<file path="config.mk">
export PLATFORM = sky130hd
export DESIGN_NAME = key_event
export DESIGN_NICKNAME = d
export VERILOG_FILES = /design/src/rtl/key_event.sv
export SDC_FILE = /design/constraint.sdc
export NUM_CORES = 1
export LEC_CHECK = 0
export CAP_MARGIN = 20
export CORE_MARGIN = 10
export CORE_UTILIZATION = 45
export DETAILED_ROUTE_END_ITERATION = 12
export GPL_ROUTABILITY_DRIVEN = 1
export PLACE_DENSITY = 0.63
export SYNTH_ARGS = -nofsm -noshare
export SYNTH_HDL_FRONTEND = slang
export SYNTH_SLANG_ARGS = --single-unit
</file>
<file path="constraint.sdc">
create_clock -name sample_clk -period 2.13 [get_ports sample_clk]
set_input_delay 0.426 -clock sample_clk [delete_from_list [all_inputs] [get_ports sample_clk]]
set_output_delay 0.426 -clock sample_clk [all_outputs]
set_load 0.01 [all_outputs]
</file>
<file path="src/rtl/key_event.sv">
// key_event: turns a debounced, active-low key level into single-cycle event
// pulses (press, short release, long press, auto-repeat, any release, step)
// plus a held level. One instance per key, clocked by the 40 Hz sample clock.
//
// Parameters:
//   LONG_TICKS   (2..255) sample cycles from press_pulse to long_pulse
//   REPEAT_TICKS (1..255) sample cycles between rep_pulse events
//
// Ports:
//   sample_clk    in   sample clock
//   Reset         in   synchronous, active-high reset
//   keyin         in   debounced key level, 0 = pressed
//   held          out  high while the key is recognised as pressed
//   press_pulse   out  one cycle on a recognised press
//   short_pulse   out  one cycle on a release before long_pulse
//   long_pulse    out  one cycle when the hold reaches LONG_TICKS
//   rep_pulse     out  one cycle every REPEAT_TICKS after long_pulse
//   release_pulse out  one cycle on any release
//   step_pulse    out  press_pulse | rep_pulse (combinational OR of registers)

module key_event #(
  parameter int unsigned LONG_TICKS   = 40,
  parameter int unsigned REPEAT_TICKS = 8
) (
  input  logic sample_clk,
  input  logic Reset,
  input  logic keyin,
  output logic held,
  output logic press_pulse,
  output logic short_pulse,
  output logic long_pulse,
  output logic rep_pulse,
  output logic release_pulse,
  output logic step_pulse
);

  localparam int unsigned CNT_W = 8;

  // Counter values on the cycle that completes each interval.
  localparam logic [CNT_W-1:0] LONG_LAST = CNT_W'(LONG_TICKS - 1);
  localparam logic [CNT_W-1:0] REP_LAST  = CNT_W'(REPEAT_TICKS - 1);

  typedef enum logic [1:0] {
    ST_ARM    = 2'd0,
    ST_IDLE   = 2'd1,
    ST_HOLD   = 2'd2,
    ST_REPEAT = 2'd3
  } state_t;

  state_t           state;
  state_t           state_nxt;
  logic             key_q;
  logic [CNT_W-1:0] cnt;
  logic [CNT_W-1:0] cnt_nxt;

  logic held_nxt;
  logic press_nxt;
  logic short_nxt;
  logic long_nxt;
  logic rep_nxt;
  logic release_nxt;

  // State, counter, input and output registers.
  always_ff @(posedge sample_clk) begin
    if (Reset) begin
      state         <= ST_ARM;
      key_q         <= 1'b0;
      cnt           <= '0;
      held          <= 1'b0;
      press_pulse   <= 1'b0;
      short_pulse   <= 1'b0;
      long_pulse    <= 1'b0;
      rep_pulse     <= 1'b0;
      release_pulse <= 1'b0;
    end else begin
      state         <= state_nxt;
      key_q         <= keyin;
      cnt           <= cnt_nxt;
      held          <= held_nxt;
      press_pulse   <= press_nxt;
      short_pulse   <= short_nxt;
      long_pulse    <= long_nxt;
      rep_pulse     <= rep_nxt;
      release_pulse <= release_nxt;
    end
  end

  // Next-state, counter and pulse decode. Release is tested first in HOLD and
  // REPEAT so it wins over a coincident long/repeat boundary.
  always_comb begin
    state_nxt   = state;
    cnt_nxt     = cnt;
    held_nxt    = 1'b0;
    press_nxt   = 1'b0;
    short_nxt   = 1'b0;
    long_nxt    = 1'b0;
    rep_nxt     = 1'b0;
    release_nxt = 1'b0;

    case (state)
      // Wait for the key to be seen released so a key held through reset
      // never produces a press.
      ST_ARM: begin
        if (key_q) begin
          state_nxt = ST_IDLE;
          cnt_nxt   = '0;
        end
      end

      ST_IDLE: begin
        if (!key_q) begin
          press_nxt = 1'b1;
          held_nxt  = 1'b1;
          state_nxt = ST_HOLD;
          cnt_nxt   = '0;
        end
      end

      ST_HOLD: begin
        if (key_q) begin
          short_nxt   = 1'b1;
          release_nxt = 1'b1;
          state_nxt   = ST_IDLE;
          cnt_nxt     = '0;
        end else if (cnt == LONG_LAST) begin
          held_nxt  = 1'b1;
          long_nxt  = 1'b1;
          state_nxt = ST_REPEAT;
          cnt_nxt   = '0;
        end else begin
          held_nxt = 1'b1;
          cnt_nxt  = cnt + CNT_W'(1);
        end
      end

      ST_REPEAT: begin
        if (key_q) begin
          release_nxt = 1'b1;
          state_nxt   = ST_IDLE;
          cnt_nxt     = '0;
        end else if (cnt == REP_LAST) begin
          held_nxt = 1'b1;
          rep_nxt  = 1'b1;
          cnt_nxt  = '0;
        end else begin
          held_nxt = 1'b1;
          cnt_nxt  = cnt + CNT_W'(1);
        end
      end

      default: begin
        state_nxt = ST_ARM;
        cnt_nxt   = '0;
      end
    endcase
  end

  assign step_pulse = press_pulse | rep_pulse;

endmodule

</file>
==> results.sh, run 1 <==
export IMPL_drc=0
export IMPL_cts_sinks=17
export IMPL_clock_latency_ns=0.29
export IMPL_r2r_cells=7
export IMPL_cts_resized=0
export IMPL_p_leak_nw=0.359
export IMPL_die_h_um=63.7
export IMPL_status="finished clean"
export IMPL_gp_congestion=0.810
export IMPL_wl_um=1460
export IMPL_p_seq_share_pct=40.2
export IMPL_clock_path_buffers=2
export IMPL_finish_utilization_pct=56.7
export IMPL_ys_ff_latch=17
export IMPL_h_tree_depth=1
export IMPL_r2r_slack_ns=0.39
export IMPL_clkTransAtPathRegs_ns=0.09
export IMPL_yosysWarnings=0
export IMPL_io_buffers=9
export IMPL_routedWlPerCell_um=11.7
export IMPL_yosysUniqueCellTypes=34
export IMPL_slew_viol_final=0
export IMPL_largest_reg_flops=8
export IMPL_netlist_area_um2=858
export IMPL_sw_frac_of_total_pct=35.7
export IMPL_first_global_vias=602
export IMPL_rsz0062_at_grt="false"
export IMPL_max_clock_freq_ghz=0.561
export IMPL_reg2reg_to="cnt[5]"
export IMPL_setup_tns_ns=0
export IMPL_synth_nets=96
export IMPL_cts_buffers_inserted=3
export IMPL_grt_pass1_wl_um=2620
export IMPL_path_class="flop to output port"
export IMPL_syn_area_per_cell_um2=9.87
export IMPL_hold_start="cnt[1]"
export IMPL_hold_violations=0
export IMPL_dr_total_vias=616
export IMPL_drt_iter0_drc=6
export IMPL_synth_top_area_cell="dfxtp_1"
export IMPL_worstPathArrival_ns=1.36
export IMPL_io_pins=10
export IMPL_worstHoldPathType="flop to flop"
export IMPL_die_area_um2=4050
export IMPL_r2r_start="state[1]"
export IMPL_setup_viol=0
export IMPL_p_int_mw=0.617
export IMPL_layout_common_cells="dfxtp_1 (17), nor2_1 (11), clkdlybuf4s50_1 (9), ha_1 (6)"
export IMPL_powerDensity_nw_per_um2=958
export IMPL_synth_area_leaders="dfxtp_1 (40%), ha_1 (8.7%), xnor2_1 (5.1%)"
export IMPL_ant_nets=0
export IMPL_hpwlAfterDp_um=1150
export IMPL_core_area_um2=1760
export IMPL_antenna_found_initial=0
export IMPL_num_rows=15
export IMPL_final_common_cell="dfxtp_1"
export IMPL_die_w_um=63.7
export IMPL_cts_setup_buffers=0
export IMPL_gr_total_overflow=0
export IMPL_grt_usage_pct=7.62
export IMPL_fin_nets=110
export IMPL_yosysSeqAreaShare_pct=39.7
export IMPL_worst_pin_slew_ns=0.337
export IMPL_drt_pass1_iter_count=4
export IMPL_fin_crit_sh_pct=83.7
export IMPL_num_antenna_cells=0
export IMPL_cts_tree="yes"
export IMPL_critPathLaunchType="flop"
export IMPL_switchingPower_mw=0.342
export IMPL_cp_startpoint="rep_pulse"
export IMPL_reg_top3="cnt x8, state x2"
export IMPL_maxCapViolCount=0
export IMPL_initial_core_util_pct=48.7
export IMPL_top_register="cnt"
export IMPL_power_frac_comb_pct=42.2
export IMPL_cp_max_fo=2
export IMPL_area_growth_pct=16.6
export IMPL_cts_hold_buffers=0
export IMPL_yosys_area_top_type_share_pct=39.7
export IMPL_p_clk_share_pct=17.6
export IMPL_root_buffer="clkbuf_4"
export IMPL_netlist_instances=87
export IMPL_cp_data_required_time_ns=1.70
export IMPL_fin_worst_skew_ns=0.00277
export IMPL_slew_headroom_pct=76.9
export IMPL_ir_worst_vdd_mv=0.569
export IMPL_fin_crit_ns=1.78
export IMPL_worstSetupEndpoint="step_pulse"
export IMPL_viasPerCell=4.93
export IMPL_drive_above_1_share_pct=16.0
export IMPL_grt_max_degree=10
export IMPL_end_kind="output port"
-- through the flow --
| step | setup WS (ns) | total power [mW] | instance area (µm²) | cells | hold WS [ns] |
|---|---|---|---|---|---|
| after global routing | 0.219 | 1.03 | 1000 | 125 | 0.529 |
| after detailed placement | 0.395 | 0.799 | 975 | 121 | 0.481 |
| after floorplan | 0.490 | 0.691 | 858 | 87 | 0.454 |
| after global placement | 0.424 | 0.795 | 975 | 121 | 0.484 |
| after CTS | 0.336 | 0.968 | 1000 | 125 | 0.496 |
| final | 0.347 | 0.959 | 1000 | 125 | 0.498 |
-- worst min path at each step --
stage,endpoint,cells after the start
6_report,cnt[1],2
5_1_grt,cnt[1],2
4_1_cts,cnt[1],2
3_5_place_dp,cnt[1],2
3_3_place_gp,cnt[1],2
2_1_floorplan,cnt[1],2
-- cell type report --
class | instances | area, µm²
fill | 160 | 763
multi-input combinational | 64 | 479
clock buffer | 4 | 26.3
timing repair buffer | 12 | 113
tap | 25 | 31.3
inverter | 3 | 11.3
sequential | 17 | 340
-- logic make-up (layout without fill, tap and decap cells) --
kind of cell | after synthesis | in the layout | share of synthesized area, %
DFF | 17 | 17 | 39.7
AOI/OAI and AO/OA | 12 | 12 | 11.7
adders and majority gates | 6 | 6 | 8.75
and+or+nand+nor | 38 | 38 | 26.8
muxes | 2 | 2 | 2.48
buffers and inverters | 6 | 19 | 4.52
xor gates and xnor gates | 6 | 6 | 6.12
-- metal layers --
layer	global-route usage, %	vias up	routed length, µm
met2	11.6	11	617
li1	-	333	-
met4	4.10	0	25
met5	0	-	0
met1	8.92	268	730
met3	3.00	4	86
-- Yosys cell counts --
library cell	count
dfxtp_1	17
nor2_1	11
ha_1	6
nand2_1	5
xnor2_1	5
nor3_1	4
inv_1	3
a21oi_1	2
and3b_1	2
buf_6	2
nand3_1	2
nand4_1	2
nor2b_1	2
nor3b_1	2
o21ai_0	2
or2b_2	2
a221oi_2	1
a22oi_1	1
a41oi_1	1
a41oi_2	1
and2_1	1
and4_2	1
clkbuf_2	1
mux2_2	1
mux2i_1	1
nor4_2	1
nor4_4	1
nor4b_1	1
o21ai_2	1
o21bai_1	1
o22a_1	1
o31ai_1	1
or2_2	1
xor2_1	1
-- power groups by stage --
stage | sequential, mW | clock [mW] | combinational, mW
after floorplan | 0.392 | 0 | 0.299
after global placement | 0.392 | 0 | 0.403
after detailed placement | 0.394 | 0 | 0.405
after CTS | 0.386 | 0.175 | 0.407
after global routing | 0.393 | 0.188 | 0.453
final | 0.386 | 0.169 | 0.405
-- worst max-delay path: stages (launching register included) --
cell and delay (ns):
dfxtp_1 0.31, or2_2 0.28, clkdlybuf4s50_1 0.48
Power figures use the tool's default switching activity.
==> inputs of run 2 (changes only) <==
==> constraint.sdc (replaced) <==
create_clock -name sample_clk -period 1.8 [get_ports sample_clk]
set_input_delay 0.36 -clock sample_clk [delete_from_list [all_inputs] [get_ports sample_clk]]
set_output_delay 0.36 -clock sample_clk [all_outputs]
set_load 0.01 [all_outputs]
==> run 2 against run 1 <==
Core utilization is 1.4 points higher. Clock-buffer cell count stayed put. Hold slack worse by 0.0070 ns. Power is 24% higher. Critical path depth stayed put. Die area stayed put. Combinational power is 30% higher. Clock power is 16% higher. Sequential power is 20% higher. Sequential share of layout area is 0.71 points lower. Largest power group unchanged.
==> results.sh, run 2 (same netlist as run 1, synthesis figures left out) <==
export IMPL_status="finished clean"
export IMPL_die_h_um=63.7
export IMPL_gr_total_overflow=0
export IMPL_fill_cells=175
export IMPL_hpwlAfterDp_um=1160
export IMPL_p_leak_nw=0.370
export IMPL_maxCapViolCount=0
export IMPL_r2r_cells=6
export IMPL_first_global_vias=611
export IMPL_cts_sinks=17
export IMPL_grt_max_degree=10
export IMPL_dr_total_vias=637
export IMPL_reg_top3="cnt x8, state x2"
export IMPL_largest_reg_flops=8
export IMPL_die_w_um=63.7
export IMPL_r2r_slack_ns=0.13
export IMPL_io_buffers=9
export IMPL_layout_common_cells="dfxtp_1 (16), nor2_1 (11), clkdlybuf4s50_1 (9), ha_1 (6)"
export IMPL_r2r_start="state[1]"
export IMPL_multi_input_comb_area_um2=488
export IMPL_cp_max_fo=2
export IMPL_routedWlPerCell_um=11.8
export IMPL_initial_core_util_pct=48.7
export IMPL_fin_crit_sh_pct=95.2
export IMPL_path_class="flop to output port"
export IMPL_cp_top_family="buffers and inverters"
export IMPL_drive_above_1_share_pct=21.6
export IMPL_rsz0062_at_grt="false"
export IMPL_worstPathCellList="or2_2 > clkdlybuf4s50_1"
export IMPL_clkTransAtPathRegs_ns=0.09
export IMPL_fin_worst_skew_ns=0.00706
export IMPL_finish_utilization_pct=58.2
export IMPL_area_growth_pct=19.5
export IMPL_final_common_cell="dfxtp_1"
export IMPL_seqCellArea_um2=342
export IMPL_cp_num_buf_inv=1
export IMPL_max_clock_freq_ghz=0.583
export IMPL_h_tree_depth=1
export IMPL_io_pins=10
export IMPL_powerDensity_nw_per_um2=1160
export IMPL_cts_resized=0
export IMPL_cpPeakStageDelay_ns=0.48
export IMPL_hold_start="cnt[1]"
export IMPL_worst_pin_slew_ns=0.347
export IMPL_ir_worst_vdd_mv=0.712
export IMPL_cts_buffers_inserted=3
export IMPL_hold_end="cnt[1]"
export IMPL_slew_viol_final=0
export IMPL_die_area_um2=4050
export IMPL_clock_path_buffers=2
export IMPL_gp_congestion=0.872
export IMPL_power_total_mw=1.19
export IMPL_grt_usage_pct=7.63
export IMPL_core_area_um2=1760
export IMPL_fin_nets=112
export IMPL_cts_setup_buffers=0
export IMPL_cp_data_required_time_ns=1.44
export IMPL_reg2reg_to="cnt[7]"
export IMPL_antenna_found_initial=0
export IMPL_whs_path_depth=2
export IMPL_top_register="cnt"
export IMPL_worstPathArrival_ns=1.35
export IMPL_slew_headroom_pct=76.8
export IMPL_hold_violations=0
export IMPL_fin_crit_ns=1.71
export IMPL_worstHoldPathType="flop to flop"
export IMPL_wl_um=1500
export IMPL_ant_nets=0
export IMPL_num_antenna_cells=0
export IMPL_clock_latency_ns=0.29
export IMPL_cts_hold_buffers=0
export IMPL_viasPerCell=5.02
export IMPL_root_buffer="clkbuf_4"
export IMPL_num_rows=15
export IMPL_drt_pass1_iter_count=4
export IMPL_grt_pass1_wl_um=2580
export IMPL_setup_tns_ns=0
export IMPL_setup_viol=0
export IMPL_drc=0
export IMPL_cp_slowest_cell="clkdlybuf4s50_1"
export IMPL_cts_tree="yes"
export IMPL_drt_iter0_drc=9
export IMPL_end_kind="output port"
export IMPL_critPathLaunchType="flop"
==> run 2: cell types whose count changed in the layout (fill, tap and decap cells not counted), sizes merged <==
cell  delta
buf      +2
==> run 2: worst max path at each step <==
stage | startpoint | to | cells after the start
floorplan | state[1] | cnt[0] | 6
global placement | state[0] | state[0] | 6
detailed placement | state[1] | cnt[7] | 6
CTS | rep_pulse | step_pulse | 2
global route | rep_pulse | step_pulse | 2
finish | rep_pulse | step_pulse | 2
==> run 2: layout make-up <==
cell class / instances / share of cell area (%)
Multi-Input combinational cell: 64 / 47.6
Tap cell: 25 / 3.05
Sequential cell: 17 / 33.3
Timing Repair Buffer: 14 / 12.4
Clock buffer: 4 / 2.56
Inverter: 3 / 1.10
==> run 2: report_power, final <==
| group | switching [mW] | total, mW | internal, mW |
|---|---|---|---|
| clock | 0.110 | 0.196 | 0.0861 |
| sequential | 0.0391 | 0.462 | 0.423 |
| combinational | 0.271 | 0.528 | 0.258 |
==> run 2: layer usage <==
layer	track usage, %	share of wire [%]	vias to the layer above
met1	8.76	50	291
met3	5.12	7.6	2
met5	0	0	-
met4	1.64	0.47	0
met2	11.4	42	11
li1	-	-	333
==> run 2: worst reg2reg max path: stages (launching register included) <==
cell     delay [ns]
dfxtp_2        0.36
inv_1          0.08
ha_1           0.27
mux2_2         0.35
nor4_2         0.30
xnor2_1        0.15
nor2_1         0.06
==> run 2: stage by stage <==
step                      hold slack (ns)  cell area, µm²  instances  setup slack, ns
after floorplan                     0.454             858         87            0.160
after global placement              0.481             990        123            0.131
after detailed placement            0.481             990        123            0.101
after CTS                           0.496            1020        127           0.0707
after global routing                0.516            1030        127           0.0233
final                               0.491            1030        127           0.0856
